File: src/rtl/egress_arbiter_pkg.sv
// Shared types for the egress arbiter slice: AXI-Stream-with-dest source and
// sink structs, the arbiter state enum and a saturating counter helper.
package egress_arbiter_pkg;

  localparam int AXIS_DATA_WIDTH = 8;
  localparam int AXIS_DEST_WIDTH = 4;

  typedef struct packed {
    logic [AXIS_DATA_WIDTH-1:0] tdata;
    logic [AXIS_DEST_WIDTH-1:0] tdest;
    logic                       tvalid;
    logic                       tlast;
  } axis_d_source_t;

  typedef struct packed {
    logic tready;
  } axis_d_sink_t;

  typedef enum logic {
    IDLE = 1'b0,
    BUSY = 1'b1
  } egress_arb_state_t;

  // Saturating 16-bit increment for statistics counters
  function automatic logic [15:0] sat_inc16(input logic [15:0] value);
    return (value == 16'hFFFF) ? value : value + 16'd1;
  endfunction

endpackage

File: src/rtl/rr_pick.sv
// Combinational round-robin picker: returns the first set bit of the eligible
// mask scanning upward from ptr+1 with wrap-around. Shared by other arbiters.
module rr_pick #(
  parameter int NUM_REQ = 4,
  parameter int IDX_W   = $clog2(NUM_REQ)
) (
  input  logic [NUM_REQ-1:0] eligible,
  input  logic [IDX_W-1:0]   ptr,
  output logic [IDX_W-1:0]   winner,
  output logic               any_valid
);

  logic [IDX_W-1:0] cand;

  // Scan farthest-first so the nearest eligible index after ptr overwrites last
  always_comb begin
    winner    = ptr;
    cand      = ptr;
    any_valid = |eligible;
    for (int k = NUM_REQ; k >= 1; k--) begin
      cand = IDX_W'((int'(ptr) + k) % NUM_REQ);
      if (eligible[cand]) winner = cand;
    end
  end

endmodule

File: src/rtl/egress_arbiter.sv
// Egress port arbiter: shares one switch egress between NUM_REQ requesters,
// admitting only frames addressed to EGRESS_ID. Grants are round-robin and
// held until the frame's tlast handshake, or released after the winner has
// held tvalid low for too long. The data path is a pure combinational mux.
// Optional build macro EGRESS_ARBITER_STATS_EN adds per-requester frame
// counters and an abort counter.
module egress_arbiter
  import egress_arbiter_pkg::*;
#(
  parameter int                         NUM_REQ          = 4,
  parameter logic [AXIS_DEST_WIDTH-1:0] EGRESS_ID        = '0,
  parameter int                         IDLE_LIMIT_WIDTH = 4
) (
  input  logic                             clk,
  input  logic                             reset_n,
  input  axis_d_source_t [NUM_REQ-1:0]     req_source,
  output axis_d_sink_t   [NUM_REQ-1:0]     req_sink,
  input  axis_d_sink_t                     egress_sink,
  output axis_d_source_t                   egress_source,
  output logic                             grant_valid,
  output logic [$clog2(NUM_REQ)-1:0]       grant_idx,
  output logic                             abort_pulse
`ifdef EGRESS_ARBITER_STATS_EN
  ,
  output logic [NUM_REQ-1:0][15:0]         frame_cnt,
  output logic [15:0]                      abort_cnt
`endif
);

  localparam int IDX_W = $clog2(NUM_REQ);
  // Last idle count before release: the winner is dropped on the low cycle
  // that would bring the counter to its all-ones value.
  localparam logic [IDLE_LIMIT_WIDTH-1:0] IDLE_LAST =
    {{(IDLE_LIMIT_WIDTH-1){1'b1}}, 1'b0};

  egress_arb_state_t             state;
  egress_arb_state_t             next_state;
  logic [IDX_W-1:0]              ptr;
  logic [IDX_W-1:0]              winner;
  logic [IDLE_LIMIT_WIDTH-1:0]   idle_cnt;
  logic [NUM_REQ-1:0]            eligible;
  logic                          any_valid;
  axis_d_source_t                win_src;
  logic                          handshake;
  logic                          frame_done;
  logic                          timeout;

  // A requester competes only while it is valid and addressed to this port
  always_comb begin
    eligible = '0;
    for (int i = 0; i < NUM_REQ; i++) begin
      eligible[i] = req_source[i].tvalid && (req_source[i].tdest == EGRESS_ID);
    end
  end

  rr_pick #(
    .NUM_REQ (NUM_REQ),
    .IDX_W   (IDX_W)
  ) u_rr_pick (
    .eligible  (eligible),
    .ptr       (ptr),
    .winner    (winner),
    .any_valid (any_valid)
  );

  assign win_src     = req_source[grant_idx];
  assign handshake   = (state == BUSY) && egress_sink.tready && win_src.tvalid;
  assign frame_done  = handshake && win_src.tlast;
  assign timeout     = (state == BUSY) && !win_src.tvalid && (idle_cnt == IDLE_LAST);
  assign grant_valid = (state == BUSY);

  // State register
  always_ff @(posedge clk or negedge reset_n) begin
    if (!reset_n) state <= IDLE;
    else          state <= next_state;
  end

  // Next-state decision and the granted requester's data/ready mux
  always_comb begin
    next_state    = state;
    egress_source = '0;
    req_sink      = '0;
    case (state)
      IDLE: begin
        if (any_valid) next_state = BUSY;
      end
      BUSY: begin
        egress_source                = win_src;
        req_sink[grant_idx].tready   = egress_sink.tready;
        if (frame_done || timeout) next_state = IDLE;
      end
      default: next_state = IDLE;
    endcase
  end

  // Grant bookkeeping: winner latch, rotation pointer, stall counter, abort pulse
  always_ff @(posedge clk or negedge reset_n) begin
    if (!reset_n) begin
      grant_idx   <= '0;
      ptr         <= IDX_W'(NUM_REQ - 1);
      idle_cnt    <= '0;
      abort_pulse <= 1'b0;
    end else begin
      abort_pulse <= timeout;
      if (state == IDLE) begin
        idle_cnt <= '0;
        if (any_valid) grant_idx <= winner;
      end else begin
        if (win_src.tvalid) idle_cnt <= '0;
        else                idle_cnt <= idle_cnt + IDLE_LIMIT_WIDTH'(1);
        if (frame_done || timeout) ptr <= grant_idx;
      end
    end
  end

`ifdef EGRESS_ARBITER_STATS_EN
  // Saturating per-requester completed-frame and abort statistics
  always_ff @(posedge clk or negedge reset_n) begin
    if (!reset_n) begin
      frame_cnt <= '0;
      abort_cnt <= '0;
    end else begin
      if (frame_done) frame_cnt[grant_idx] <= sat_inc16(frame_cnt[grant_idx]);
      if (timeout)    abort_cnt            <= sat_inc16(abort_cnt);
    end
  end
`endif

endmodule

File: config.mk
export PLATFORM = sky130hd
export DESIGN_NAME = egress_arbiter
export DESIGN_NICKNAME = d
export VERILOG_FILES = /design/src/rtl/egress_arbiter_pkg.sv /design/src/rtl/rr_pick.sv /design/src/rtl/egress_arbiter.sv
export SDC_FILE = /design/constraint.sdc
export NUM_CORES = 1
export LEC_CHECK = 0
export BUFFER_PORTS_ARGS = -buffer_cell sky130_fd_sc_hd__buf_2
export CAP_MARGIN = 30
export CORE_UTILIZATION = 36
export CTS_BUF_LIST = sky130_fd_sc_hd__clkbuf_2 sky130_fd_sc_hd__clkbuf_4 sky130_fd_sc_hd__clkbuf_8
export DETAILED_ROUTE_END_ITERATION = 6
export PLACE_DENSITY_LB_ADDON = 0.2
export SLEW_MARGIN = 5
export SYNTH_ARGS = -nofsm -noshare
export SYNTH_HDL_FRONTEND = slang
export SYNTH_SLANG_ARGS = --single-unit
File: constraint.sdc
create_clock -name clk -period 1.87 [get_ports clk]
set_clock_uncertainty 0.2 [all_clocks]
set_input_delay 0.0935 -clock clk [delete_from_list [all_inputs] [get_ports clk]]
set_output_delay 0.0935 -clock clk [all_outputs]
set_load 0.02 [all_outputs]
==> results of run 1 <==
layer usage:
| layer | up-vias | track usage [%] | wire (microns) |
|---|---|---|---|
| li1 | 531 | - | - |
| met1 | 533 | 22.2 | 1120 |
| met2 | 53 | 40.0 | 1620 |
| met3 | 4 | 4.64 | 300 |
| met4 | 0 | 8.33 | 37 |
| met5 | - | 0 | 0 |
cell usage after synthesis:
| cell | instances |
|---|---|
| inv_1 | 3 |
| nor3_1 | 3 |
| buf_1 | 1 |
| dfrtp_1 | 8 |
| or4_1 | 1 |
| nand2b_1 | 2 |
| nor2b_1 | 1 |
| o21ai_2 | 1 |
| ha_1 | 2 |
| mux2_2 | 2 |
| mux4_2 | 12 |
| mux4_1 | 2 |
| nor4_1 | 4 |
| xor2_1 | 1 |
| a21oi_1 | 2 |
| mux2_1 | 1 |
| nand2_1 | 2 |
| a2bb2oi_1 | 1 |
| buf_2 | 2 |
| buf_6 | 1 |
| nor2_1 | 10 |
| nand3_1 | 3 |
| xnor2_1 | 1 |
| o211ai_1 | 1 |
| a22oi_1 | 1 |
| o21a_1 | 1 |
| or3b_2 | 1 |
| and3_4 | 1 |
| clkbuf_1 | 2 |
| o21ai_0 | 1 |
| and2_1 | 18 |
| a21o_1 | 1 |
| dfstp_2 | 2 |
per-stage QoR:
step | utilization (%) | power [uW] | setup WS (ps) | cells
finish | 64.2 | 2490 | -110 | 213
detailed placement | 57.7 | 1920 | 10.4 | 205
global placement | 57.7 | 1890 | 49.0 | 205
floorplan | - | 1470 | -149 | 95
CTS | 60.5 | 2190 | -114 | 213
global route | 64.2 | 2680 | -170 | 213
final timing paths:
kind / slack [ps] / cells past startpoint / end / from
setup / recovery: -110 / 4 / egress_source[10] / grant_idx[0]
hold / removal: 9 / 2 / idle_cnt[3] / reset_n
setup reg to reg: -100 / 5 / ptr[1] / grant_idx[0]
hold reg to reg: 290 / 1 / idle_cnt[0] / idle_cnt[0]
max in group asynchronous: 1200 / 2 / ptr[1] / reset_n
min in group clk: 160 / 4 / grant_valid / req_source[1]
power by group through the flow:
stage	Combinational (uW)	Clock, uW	Sequential [uW]
finish	1850	197	442
global route	2000	217	462
CTS	1550	203	431
detailed placement	1480	0	436
global placement	1460	0	428
floorplan	1070	0	402
state kept, by name, summed over array words and instances, names as in the netlist:
register,cells
idle_cnt,4
ptr,2
abort_pulse,1
grant_valid,1
grant_idx,2
timing repair:
action / in CTS / in global routing
setup buffers: 3 / 0
resized for setup: 3 / 34
setup endpoints to repair: 12 / 17
endpoints found under the hold margin: 10 / 0
pin swaps: 0 / 3
hold buffers: 1 / 0
cell families (layout without fill, tap and decap cells):
family                   Yosys count  count (layout)  share of synthesized area [%]
XOR/XNOR                           2               2                           1.72
adder cells (fa/ha/maj)            2               2                           2.46
AND/OR/NAND/NOR                   46              46                           25.5
flip-flops                        10              10                           24.8
AO/OA/AOI/OAI                      9               9                           6.15
multiplexers                      17              17                           35.1
buffers and inverters              9              97                           4.30
cell type report:
cell class                 instances  area [sq um]  share of cell area (%)
sequential                        10           254                    15.4
tap                               30          37.5                    2.28
clock buffer                       4          36.3                    2.20
inverter                           3          11.3                   0.683
multi-input combinational         76           747                    45.3
timing repair buffer              90           562                    34.1
==> run summary, run 1 <==
Synthesized instance count: 95
CP max FO: 9
Gr ovfl total: 0
Port Buf Inserts: 80
Cell taking the most area after synthesis: mux4_2
Most frequent cells in the layout: buf_2 (68), mux4_2 (14), buf_6 (11)
Net Sw Power: 1020 uW
Cell breakdown of the critical path: buf_12 > mux4_2 > and2_1 > buf_4
IO Count: 81
Synth-to-Final Area Change: 62.0%
Failing checks: setup timing
Hold Path Class: in2async
Via/cell ratio: 5.26
Worst Tran Pin Value: 431 ps
Post-synth top area share: 26.6%
FF+latch count, synth: 10
Initial antenna violation count: 0
Largest cells by area after synthesis: mux4_2 (27%), dfrtp_1 (20%), and2_1 (11%)
Avg Inst Size Synth: 10.7 sq um
Crit start category: flip-flop
Starting Density: 39.6%
DR pass1 iterations: 4
Cell family with most CP delay: multiplexers
Die ar.: 3040 sq um
Final Cell Area: 1650 sq um
DRT antenna net count: 0
Ant. Diodes: 0
CORE AREA: 2570 sq um
Num CTS Buffers: 3
Crit path time final: 1980 ps
CTS root buf: clkbuf_4
Comb pwr share: 74.3%
Final setup vio count: 17
Final hold vios: 0
Power per cell area: 1510 nW/um^2
CP arrival: 1690 ps
Post-synth net total: 156
Clock power share: 7.9%
Final hold slack: 9.01 ps
Cell Area, Synth: 1020 sq um
Status: finished with violations
FILL cells: 222
Synth warn: 0
Slew HR: 71.3%
Max_cap viols: 0
Routability-driven placement congestion ratio: 0.810
H-tree levels: 1
CTS tree: yes
Setup TNS: -1140 ps
Worst-path clk slew: 70 ps
Clock buffer depth: 2
Total Wirelength: 3.08 mm
Buffers plus inverters on the worst setup path: 2
Largest net degree at the start of global routing: 15
Peak Freq: 505 MHz
Drt first-iter violations: 9
Vias in the first global route: 1128
Max incr delay on CP: 500 ps
Fin worst setup slack: -110 ps
WS Path Type: reg2out
Register area share after synthesis: 24.8%
RSZ-0062 raised after global routing: true
Slowest CP cell: mux4_2
Slew Viols, Final: 0
Share of cells above drive strength 1: 68.3%
First-pass GRT wire length: 4.57 mm
Register share of total power: 17.7%
Net Sw Frac: 41.1%
Internal Pwr Total: 1470 uW
Skew-Pair Late Insertion Delay: 260 ps
Leak pwr: 0.000812 uW
Num rows: 18
Die Width: 55.2 microns
DP Area: 1480 sq um
WL per Instance: 14.5 microns
CP endpoint kind: output pin
Most common cell after layout, fill and taps aside: buf_2
CTS sink cnt: 10
Required time of the critical path: 1580 ps
Tcrit/Tclk final: 106%
DP HPWL: 2.48 mm
Peak supply drop: 0.976 mV
All-layer global routing usage: 21.1%
DR DRC count: 0
Routed via count: 1121
Final net count: 245
Die Y: 55.2 microns
Number of distinct library cells after synthesis: 33
(Power assumes the default switching activity.)
==> run 2: changes to the inputs <==
==> constraint.sdc (replaced) <==
create_clock -name clk -period 1.87 [get_ports clk]
set_clock_uncertainty 0.2 [all_clocks]
set_input_delay 0.374 -clock clk [delete_from_list [all_inputs] [get_ports clk]]
set_output_delay 0.374 -clock clk [all_outputs]
set_load 0.02 [all_outputs]
==> run summary, run 2 (synthesis results as in run 1) <==
Drt first-iter violations: 14
Peak Freq: 444 MHz
Num CTS Buffers: 3
Routability-driven placement congestion ratio: 0.849
Worst-path clk slew: 70 ps
Gr ovfl total: 0
Num rows: 18
Post-layout util: 72.1%
Status: finished with violations
CORE AREA: 2570 sq um
Slew HR: 76.7%
DRT antenna net count: 0
Fin worst setup slack: -381 ps
Crit path time final: 2250 ps
WL per Instance: 15.2 microns
Cell family with most CP delay: multiplexers
DR pass1 iterations: 4
Clock buffer depth: 2
Share of cells above drive strength 1: 77.4%
Cell breakdown of the critical path: buf_6 > buf_12 > mux4_2 > and2_4 > buf_6
RSZ-0062 raised after global routing: true
CP endpoint kind: output pin
Multi-input gate area: 815 sq um
Most common cell after layout, fill and taps aside: buf_2
Slowest CP cell: mux4_2
First-pass GRT wire length: 5.20 mm
Vias in the first global route: 1211
Final Cell Area: 1850 sq um
CTS tree: yes
CP max FO: 5
Die Y: 55.2 microns
All-layer global routing usage: 24.0%
Die ar.: 3040 sq um
Skew-Pair Late Insertion Delay: 270 ps
Die Width: 55.2 microns
DP Cell Count: 212
Synth-to-Final Area Change: 82.0%
Tot Pwr: 2840 uW
IO Count: 81
Failing checks: setup timing
Final hold vios: 0
Ant. Diodes: 0
Largest net degree at the start of global routing: 11
Tcrit/Tclk final: 120%
Buffers plus inverters on the worst setup path: 3
CTS root buf: clkbuf_4
Port Buf Inserts: 80
Biggest register: idle_cnt
Most frequent cells in the layout: buf_2 (65), buf_6 (20), buf_4 (15)
Routed via count: 1174
WS Path Type: reg2out
Required time of the critical path: 1300 ps
Net Sw Power: 1150 uW
Initial antenna violation count: 0
Crit start category: flip-flop
Leak pwr: 0.000902 uW
Power per cell area: 1530 nW/um^2
FF+latch area: 254 sq um
Max incr delay on CP: 500 ps
CP most frequent cell: buf_6
Net Sw Frac: 40.5%
Slew Viols, Final: 0
Max reg flops: 4
Final setup vio count: 21
Largest registers: idle_cnt (4), grant_idx (2), ptr (2)
Hold Path Class: in2async
CP arrival: 1680 ps
Worst Tran Pin Value: 349 ps
Total Wirelength: 3.42 mm
Internal Pwr Total: 1690 uW
Via/cell ratio: 5.22
Comb pwr share: 78.6%
H-tree levels: 1
Pre-CTS WS: -198 ps
DR DRC count: 0
DP Area: 1570 sq um
Peak supply drop: 1.43 mV
Max_cap viols: 0
FILL cells: 207
Starting Density: 39.6%
DP HPWL: 2.56 mm
Post-Layout Cell Count: 225
Clock power share: 6.9%
CTS sink cnt: 10
Register share of total power: 14.5%
Final net count: 257
==> run 2: cell types whose count changed in the layout (fill, tap and decap cells not counted), moves of 2 or more <==
cell	before	now
nor2_1	10	4
buf_4	9	15
nor2_2	0	4
nor3_1	3	1
buf_2	68	65
and2_1	9	5
and2_4	9	13
buf_6	11	20
nor2_4	0	2
==> run 2: worst reg2reg max path, delay by kind of cell (launching register included) <==
| kind | cells | cell delay (ps) |
|---|---|---|
| simple gates | 1 | 170 |
| compound gates | 1 | 160 |
| buf+inv | 2 | 300 |
| mux | 2 | 820 |
| flops | 1 | 370 |
==> run 2: per-layer routing <==
layer | vias to the layer above | share of wire, % | GRT usage (%)
li1 | 556 | - | -
met4 | 0 | 0.41 | 4.17
met3 | 2 | 9.1 | 4.92
met1 | 561 | 38 | 27.4
met2 | 55 | 52 | 45.8
met5 | - | 0 | 0
==> run 2: worst paths after layout <==
path,start,to,slack [ps],cells past startpoint
hold / removal,reset_n,idle_cnt[2],280,2
setup / recovery,grant_idx[0],egress_source[10],-380,5
hold reg to reg,idle_cnt[0],idle_cnt[0],290,1
max in group asynchronous,reset_n,ptr[1],940,2
min in group clk,idle_cnt[0],idle_cnt[0],290,1
setup reg to reg,grant_idx[0],ptr[1],-220,6
==> run 2: power by group through the flow <==
stage,sequential (uW),combinational (uW),clock [uW]
final,411,2230,196
after global routing,427,2380,211
after CTS,402,2090,203
after detailed placement,441,1640,0
after global placement,436,1610,0
after floorplan,404,1210,0
==> run 2: area by class of cell <==
type / count / area share [%]
Inverter: 3 / 0.878
Tap cell: 30 / 2.03
Timing Repair Buffer: 102 / 37.4
Multi-Input combinational cell: 76 / 44.0
Clock buffer: 4 / 1.96
Sequential cell: 10 / 13.7
==> run 2: metrics by stage <==
stage	TNS (ps)	hold slack, ps
floorplan	-872	-122
global route	-7100	289
global placement	-2540	43.5
CTS	-5540	276
finish	-5840	280
detailed placement	-2760	41.3
==> run 2: repair_timing <==
action                                 in CTS  in global routing
cloned                                      0                  0
hold buffers                                1                  0
resized for setup                          41                 19
endpoints found under the hold margin      10                  0
setup endpoints to repair                  19                 26
pin swaps                                  11                  4
setup buffers                               6                  2
